`config.mk`:
```
export PLATFORM = sky130hd
export DESIGN_NAME = mult_unit
export DESIGN_NICKNAME = d
export VERILOG_FILES = /design/src/rtl/mult_unit.sv
export SDC_FILE = /design/constraint.sdc
export NUM_CORES = 1
export LEC_CHECK = 0
export CORE_MARGIN = 4
export CORE_UTILIZATION = 55
export DETAILED_ROUTE_END_ITERATION = 8
export PLACE_DENSITY_LB_ADDON = 0.15
export SYNTH_ARGS = -nofsm -noshare
export SYNTH_HDL_FRONTEND = slang
export SYNTH_SLANG_ARGS = --single-unit
```
`constraint.sdc`:
```
create_clock -name CLK -period 10.2 [get_ports CLK]
set_input_delay 1.53 -clock CLK [delete_from_list [all_inputs] [get_ports CLK]]
set_output_delay 1.53 -clock CLK [all_outputs]
set_load 0.1 [all_outputs]
```
`src/rtl/mult_unit.sv`:
```
// Iterative radix-2 shift-add multiplier for RV32M MUL/MULH/MULHSU/MULHU.
// Operands are captured at start; one partial-product step per clock while BUSY.
module mult_unit #(
  parameter int WIDTH = 32,
  parameter int CNT_W = 6
) (
  input  logic             CLK,
  input  logic             nRST,
  input  logic             mult_en,
  input  logic [1:0]       mult_op,
  input  logic [WIDTH-1:0] a,
  input  logic [WIDTH-1:0] b,
  input  logic             ex_en,
  input  logic             flush,
  output logic             mult_ready,
  output logic             busy,
  output logic [WIDTH-1:0] result,
  output logic [1:0]       fsm_state
);

  localparam int PW = 2 * WIDTH;

  localparam logic [1:0] IDLE = 2'd0;
  localparam logic [1:0] BUSY = 2'd1;
  localparam logic [1:0] DONE = 2'd2;

  localparam logic [1:0] OP_MUL    = 2'b00;
  localparam logic [1:0] OP_MULH   = 2'b01;
  localparam logic [1:0] OP_MULHSU = 2'b10;

  logic [1:0]       state;
  logic [PW-1:0]    acc;
  logic [WIDTH-1:0] mcand;
  logic [CNT_W-1:0] cnt;
  logic             neg;
  logic [1:0]       op;

  logic             a_neg;
  logic             b_neg;
  logic [WIDTH-1:0] a_mag;
  logic [WIDTH-1:0] b_mag;
  logic [WIDTH:0]   add_hi;
  logic [PW-1:0]    step_acc;
  logic [PW-1:0]    final_p;

  // Handshake: mult_ready is a level that stays high in DONE until the
  // instruction leaves EX (ex_en) or is squashed (flush); result is valid
  // exactly while mult_ready is high.
  always_comb begin
    a_neg  = ((mult_op == OP_MULH) || (mult_op == OP_MULHSU)) && a[WIDTH-1];
    b_neg  = (mult_op == OP_MULH) && b[WIDTH-1];
    // The negation of the most negative value wraps to itself, which is the
    // correct unsigned magnitude.
    a_mag  = a_neg ? (~a + WIDTH'(1)) : a;
    b_mag  = b_neg ? (~b + WIDTH'(1)) : b;
    add_hi = {1'b0, acc[PW-1:WIDTH]} + {1'b0, (acc[0] ? mcand : {WIDTH{1'b0}})};
    step_acc = {add_hi, acc[WIDTH-1:1]};
    final_p  = neg ? (~step_acc + PW'(1)) : step_acc;
  end

  always_ff @(posedge CLK or negedge nRST) begin
    if (!nRST) begin
      state  <= IDLE;
      acc    <= '0;
      mcand  <= '0;
      cnt    <= '0;
      neg    <= 1'b0;
      op     <= '0;
      result <= '0;
    end else if (flush) begin
      state <= IDLE;
      acc   <= '0;
    end else begin
      case (state)
        IDLE: begin
          if (mult_en) begin
            op  <= mult_op;
            neg <= a_neg ^ b_neg;
            if ((a == '0) || (b == '0)) begin
              result <= '0;
              state  <= DONE;
            end else begin
              acc   <= {{WIDTH{1'b0}}, b_mag};
              mcand <= a_mag;
              cnt   <= CNT_W'(WIDTH - 1);
              state <= BUSY;
            end
          end
        end
        BUSY: begin
          acc <= step_acc;
          cnt <= cnt - CNT_W'(1);
          // Last step: sign fix-up and word select happen on the same edge.
          if (cnt == '0) begin
            result <= (op == OP_MUL) ? final_p[WIDTH-1:0] : final_p[PW-1:WIDTH];
            state  <= DONE;
          end
        end
        DONE: begin
          if (ex_en) state <= IDLE;
        end
        default: state <= IDLE;
      endcase
    end
  end

  assign mult_ready = (state == DONE);
  assign busy       = (state == BUSY);
  assign fsm_state  = state;

endmodule

```
# Yosys cells after proc, flatten, opt, wreduce, memory -nomap -nowiden
# Cells that the tools add are included.
# word_totals
latch_bits	0
rom_bits	0
output_inout_bits	36
ram_bits	0
in_bits	71
n_memories	0
reg_bits	139
elab_cells	69
# classes
bitwise_logic	6
shifts	0
div_mod_pow	0
n_addsub	5
n_eq_ne	12
n_lt_le_gt_ge	0
n_reduce_logical	17
mux	22
multipliers	0
# op_table
op	count
64-bit 2-to-1 mux	4
32-bit 2-to-1 mux	7
64-bit one-hot mux with 2 select lines	1
32-bit by 1-bit adder with 32-bit output (second input constant)	2
64-bit by 1-bit adder with 64-bit output (second input constant)	1
32-bit logical NOT	2
32-bit NOT	2
64-bit NOT	1
32-bit one-hot mux with 2 select lines	1
32-bit by 32-bit adder with 33-bit output	1
6-bit 2-to-1 mux	2
6-bit one-hot mux with 2 select lines	1
2-bit 2-to-1 mux	5
3-bit != test (second input constant)	3
3-bit AND reduction	3
4-bit AND reduction	2
6-bit logical NOT	1
2-bit != test (second input constant)	3
2-bit one-hot mux with 3 select lines	1
6-bit by 1-bit subtractor with 6-bit output (second input constant)	1
5-bit AND reduction	1
2-bit by 1-bit equality test with 1-bit output (second input constant)	2
2-bit equality test (second input constant)	2
2-bit logical NOT	2
8 further kinds	11

# Logic depth before layout (Yosys ltp)
# depth
depth_word	8
mapped_depth	15
mapped_depth_nobuf	14

# Worst setup path after synthesis
# OpenSTA, ideal clock, no wires.
# synth_path
path_kind	in2reg
from	input a[5]
to	register cnt[2]
stages	12
setup_slack_ns	5.803
setup_time_ns	0.133
n_path_buf	2
t_required_ns	10.067
t_arrival_ns	4.264
path_cell_list	or4_1 > nor4_1 > or4b_1 > nor4_1 > a22oi_1 > a311oi_1 > buf_2 > nor2_1 > clkbuf_1 > nand2_1 > xor2_1 > nand2_1
# synth_between
elab_chain_cells	4
# synth_rtl
element	line	text
start, declared	11	input logic [WIDTH-1:0] a,
32-bit logical NOT	79	if ((a == '0) || (b == '0)) begin
1-bit logical OR	79	
2-bit != test (no line)	n/a	
4-bit AND reduction (no line)	n/a	
end signal, assigned	85	cnt <= CNT_W'(WIDTH - 1);
end signal, assigned	92	cnt <= cnt - CNT_W'(1);
end, declared	34	logic [CNT_W-1:0] cnt;
# Every way passes these cells.
# A chain may end at the register's enable or synchronous reset.

# Final worst setup path
# layout_path
from	input a[4]
to	register acc[22]
# layout_between
elab_chain_cells	4
# layout_rtl
element	line	text
32-bit logical NOT	79	
1-bit logical OR	79	
3-bit != test (no line)	n/a	
3-bit AND reduction (no line)	n/a	
end signal, assigned	83	acc <= {{WIDTH{1'b0}}, b_mag};
end signal, assigned	91	acc <= step_acc;
end, declared	32	logic [PW-1:0] acc;
# Every way passes these cells.

==> summary.md <==
| Metric | Value |
|---|---|
| Status | `complete, no violations` |
| Syn_nets | `1,376` |
| First-pass iteration count of the detailed router | `7` |
| Origin of the critical flop-to-flop path | `acc[0]$_DFFE_PN0P_` |
| Skew final | `0.0135 ns` |
| Hold Path Class | `reg2reg` |
| Yosys reg bits | `139` |
| Fin util | `65.7%` |
| Root Buffer | `clkbuf_16` |
| CTS tree | `done` |
| Reg clk slew, reported paths | `0.06 ns` |
| DR vias/cell | `6.17` |
| Hold Crit Depth | `2` |
| DRC Markers | `0` |
| R2R cell count | `14` |
| Reg2reg setup slack | `5.33 ns` |
| Dpl ws | `4.51 ns` |
| VDD IR max | `0.110 mV` |
| Post-CTS Repair Setup Buffers | `0` |
| Overall Global Routing Usage | `27.2%` |
| Final WL | `29.0 mm` |
| # diodes | `0` |
| Critical R2R Capture | `result[23]$_DFFE_PN0P_` |
| Number of max-cap violations | `0` |
| Initial antenna violation count | `0` |
| Post-CTS sizing | `0` |
| Sequential area share after synthesis | `33.4%` |
| Commonest non-fill, non-tap cell in the layout | `nand2_1` |
| Hold slack | `0.471 ns` |
| Via count | `9,769` |
| First-pass GRT wire length | `47.3 mm` |
| Kind of critical path | `in2reg` |
| GR Overflow Total | `0` |
| Synthesized area | `10,400 um2` |
| Mapped Cells | `1,266` |
| Clock Tree Buf Depth | `2` |
| Die area | `21,200 um2` |
| Met1 Resource Use GR | `41.4%` |
| DR iter-0 viols | `1,080` |
| Count of pins over their slew limit | `0` |
| CTS Sinks | `139` |
| Hold Startpoint | `mcand[16]$_DFFE_PN0P_` |
| Final TNS setup | `0 ns` |
| Crit path max fanout | `90` |
| Global placement routability congestion | `0.965` |
| Fmax | `0.189 GHz` |
| Hold Path Sink | `mcand[16]$_DFFE_PN0P_` |
| Syn avg cell area | `8.22 um2` |
| Post-synth EDFFs | `0` |
| Met3 Usage GRT | `4.89%` |
| Sequential cell area | `3480 um2` |
| Final setup viols | `0` |
| TritonCTS buffer count | `17` |
| Final WS setup | `4.91 ns` |
| Element type at the critical path end | `flop` |
| Largest net degree at the start of global routing | `91` |
| Top-Level Pins | `107` |
| Cts hold-fix bufs | `0` |
| RSZ-0062 raised after global routing | `false` |
| Main synth FF type | `dfrtp_1` |
| FP Rows | `50` |
| DRT antenna net count | `0` |
| Multi-input logic area | `6610 um2` |
| Area Growth Syn to Fin | `17.8%` |
| Final nets | `1,447` |
| Dpl hpwl | `21.7 mm` |
| Fin. Hold Viols | `0` |
| Core Footprint | `18,600 um2` |
| Leakage | `0.00522 uW` |
| Wirelength per Cell | `18.3 um` |
| Die span in y | `146 um` |
| Pwr/cell area | `153 nW/um2` |
| Synth warn | `0` |
| Global routing's busiest layer | `met1` |
| Starting Density | `55.8%` |
| Crit path DAT | `5.61 ns` |
| Worst-Skew Late Latency | `0.43 ns` |
| Yosys cell types | `75` |
| Commonest non-fill, non-tap cells in the layout | `nand2_1, dfrtp_1, o21ai_0` |
| Die extent in x | `146 um` |
| Worst-Margin Slew | `1.09 ns` |
| Ys async rst share | `100%` |
| Tmin final | `5.29 ns` |
| Met2 layer usage reported by global route | `39.8%` |
| Crit share post-route | `51.9%` |
| Worst relative slew slack | `27.3%` |
| Share of cells above drive strength 1 | `5.93%` |
| Number of global-route vias before repair | `8,959` |
| Buffers on Ports | `106` |
| H-Tree Level Count | `4` |
| Worst Path Required | `10.52 ns` |
| FILL cells | `1,617` |
| Crit start category | `input pin` |
synthesized netlist by cell type, drive strengths merged, types with 13 or more instances:
master	instances	area, um2
inv	24	90.1
or4	15	116
a22o	39	342
nor3	21	110
or3	16	110
a21oi	93	465
and2	36	225
o21ai	139	696
clkbuf	58	218
dfrtp	139	3480
o41ai	14	123
nor2	105	402
xor2	92	806
o31ai	56	425
ha	38	475
nand2	174	653
nand2b	13	81.3
xnor2	48	420
metrics by stage:
stage | cell area [um2] | total power, uW | std cells
floorplan | 10400 | 1020 | 1266
global placement | 11600 | 1190 | 1552
detailed placement | 11600 | 1200 | 1552
CTS | 12300 | 1880 | 1584
global route | 12300 | 1970 | 1584
finish | 12300 | 1880 | 1584
worst max path at each step:
stage	from	endpoint	slack (ns)	cells after the start
2_1_floorplan	a[5]	cnt[2]$_DFFE_PN0P_	5.80	12
3_3_place_gp	a[4]	acc[29]$_DFFE_PN0P_	4.63	10
3_5_place_dp	a[4]	acc[29]$_DFFE_PN0P_	4.51	10
4_1_cts	a[4]	acc[22]$_DFFE_PN0P_	4.92	10
5_1_grt	a[4]	acc[23]$_DFFE_PN0P_	4.69	10
6_report	a[4]	acc[22]$_DFFE_PN0P_	4.91	10
sequential cells by signal, indices dropped and copies added (netlist names):
name and count:
cnt 6, mcand 32, op 2, acc 64
result 32, fsm_state 2, neg 1
worst max-delay path, stage by stage:
cell	delay (ns)
clkdlybuf4s50_1	0.49
or4_1	0.59
nor4_1	0.35
or4b_1	0.50
nor4_1	0.43
a22oi_1	0.29
a311oi_4	0.35
buf_4	0.76
nand2_1	0.16
o31ai_1	0.12
report_power, final:
part	leakage (uW)	switching, uW	total (uW)	internal [uW]
Clock	0.000311	269	684	415
Sequential	0.00183	56.2	660	604
Combinational	0.00308	331	536	206
area by class of cell:
class | count | share of cell area [%]
multi-input cells | 1038 | 54.0
flip-flops and latches | 139 | 28.4
repair buffers | 117 | 9.34
clock buffers | 17 | 3.47
well taps | 234 | 2.39
clock inverters | 15 | 1.72
inverters | 24 | 0.735
logic make-up (layout without fill, tap and decap cells):
group                      after synthesis  in the layout  synth area share [%]
AOI/OAI and AO/OA                      402            402                  24.6
muxes                                    6              6                 0.722
xor gates and xnor gates               140            140                  11.8
DFF                                    139            139                  33.4
adders and majority gates               39             39                  4.76
and+or+nand+nor                        451            451                  21.4
buffers and inverters                   89            173                  3.22
metal layers:
metal	part of all wire [%]	vias to the layer above
met5	0	-
met4	2.0	0
met3	7.4	46
met2	43	386
met1	47	4611
li1	-	4726
(Power assumes the default switching activity.)
==> RTL change, RTL diff (same settings) <==
The parameter `WIDTH` goes from 32 to 64.
--- a/src/rtl/mult_unit.sv
+++ b/src/rtl/mult_unit.sv
@@ -1,7 +1,7 @@
 // Iterative radix-2 shift-add multiplier for RV32M MUL/MULH/MULHSU/MULHU.
 // Operands are captured at start; one partial-product step per clock while BUSY.
 module mult_unit #(
-  parameter int WIDTH = 32,
+  parameter int WIDTH = 64,
   parameter int CNT_W = 6
 ) (
   input  logic             CLK,
Interface: changed (resized a, b and result); port bits go from 107 to 203. No check against the original RTL was run, so the function may have changed too.
==> RTL change against the unedited design <==
Routed wire length grew to 2.5 times the old value. Area after synthesis grew 110%. Final area grew 100%. Worst setup slack lost 1600 ps. Sequential cell count grew 128. Via count grew 120%. Clock power grew 64%. Power grew to 2.9 times the old value. Highest routed layer is now met5.
==> RTL change: results (changes against the unedited design) <==
Status: completed
Share of layout cells above drive strength 1: 5.07% (-0.86 points)
Pleak: 0.0102 uW (+96%)
Slowest-stage cell, CP: or3_4
Synth Area in Compound Gates: 27.2% (+2.5 points)
RD Place Congestion: 0.963 (-0.15%)
Adder-Cell Fraction of Synth Area: 4.16% (-0.60 points)
Reg2Reg Setup Slack: 4110 ps (-1220 ps)
Crit path required time: 10630 ps (+110 ps)
Number of global-route vias before repair: 20900 (+130%)
All-Layer GR Usage: 33.8% (+6.6 points)
Max incr delay on CP: 730 ps (-30 ps)
Area of placed instances: 23800 sq um (+110%)
Startpoint of the worst hold path: mcand[59]
Pin count of the biggest net entering global routing: 125 (+37%)
Hpwl dp: 56200 um (+160%)
Clock Path Buffers: 3 (+1)
Final worst path period share: 67.2% (+15 points)
Mux contribution to synthesized area: 0.541% (-0.18 points)
Distinct cells, synth: 91 (+21%)
Total power per unit cell area: 220 nW/um^2 (+43%)
IO buf count: 202 (+91%)
Xor/xnor cell area share of the yosys netlist: 11.0% (-0.76 points)
VDD IR max: 0.289 mV (+160%)
Vias: 21700 (+120%)
TritonCTS buffer count: 31 (+14)
Psw: 2670 uW (+310%)
Critical Path Source: a[21]
DRT iter0 DRCs: 1873 (+73%)
Pre-CTS setup slack: 2840 ps (-1660 ps)
CTS H-tree lvls: 1 (-3)
CP Max Fanout: 71 (-21%)
Net Count, Synth: 2919 (+110%)
Initial antenna violation count: 2 (+2)
EDFF count, synth: 0 (unchanged)
Area of the multi-input gates: 14100 sq um (+110%)
Final Net Count: 3023 (+110%)
Biggest regs: acc: 128 flops, mcand: 64 flops, result: 64 flops
Sequential share of the synthesized area: 31.0% (-2.4 points)
Synth top area cells: dfrtp_1 (31%), o21ai_0 (6.2%), nand2_1 (6.0%)
[RTL change: area by class of cell]
class | instances | area share (%)
clock buffers | 40 | 3.42
clock inverters | 17 | 0.620
inverters | 34 | 0.514
multi-input cells | 2248 | 56.8
flip-flops and latches | 267 | 26.9
well taps | 518 | 2.61
repair buffers | 235 | 9.14
[RTL change: kinds of logic (layout without fill, tap and decap cells)]
group / after synthesis / count (layout)
AND/OR/NAND/NOR: 978 / 978
AO/OA/AOI/OAI: 917 / 917
XOR/XNOR: 271 / 271
flip-flops: 267 / 267
buffers and inverters: 198 / 326
adder cells (fa/ha/maj): 71 / 71
multiplexers: 11 / 11
[RTL change: critical path, delay by kind of cell]
kind / cells / cell delay, ps
simple gates: 7 / 3240
buf+inv: 4 / 1810
compound gates: 3 / 590
[RTL change: worst paths after layout]
check                              to  cells after the start
min in group asynchronous     acc[11]                      1
max in group asynchronous         neg                      2
setup / recovery            mcand[24]                     14
hold / removal              mcand[59]                      2
setup reg to reg           result[60]                     18
hold reg to reg             mcand[59]                      2
[RTL change: metrics by stage]
| step | std cells | hold WS [ps] |
|---|---|---|
| after detailed placement | 3302 | 462 |
| after global placement | 3302 | 455 |
| after floorplan | 2713 | 442 |
| final | 3359 | 473 |
| after CTS | 3359 | 476 |
| after global routing | 3359 | 501 |
[RTL change: power by group through the flow]
stage | Sequential [uW] | Combinational, uW | Clock [uW]
2_1_floorplan | 2380 | 1160 | 0
3_3_place_gp | 1580 | 2680 | 0
3_5_place_dp | 1590 | 2720 | 0
4_1_cts | 1580 | 2730 | 1130
5_1_grt | 1610 | 2940 | 1170
6_report | 1580 | 2750 | 1120
[RTL change: routing by layer]
layer / track usage (%) / wire length [um] / vias up / part of all wire (%)
met5: 0 / 13 / - / 0.018
met4: 10.7 / 2660 / 2 / 3.6
met3: 5.00 / 5290 / 148 / 7.2
met2: 56.7 / 35300 / 907 / 48
met1: 45.2 / 30600 / 10500 / 41
li1: - / - / 10200 / -
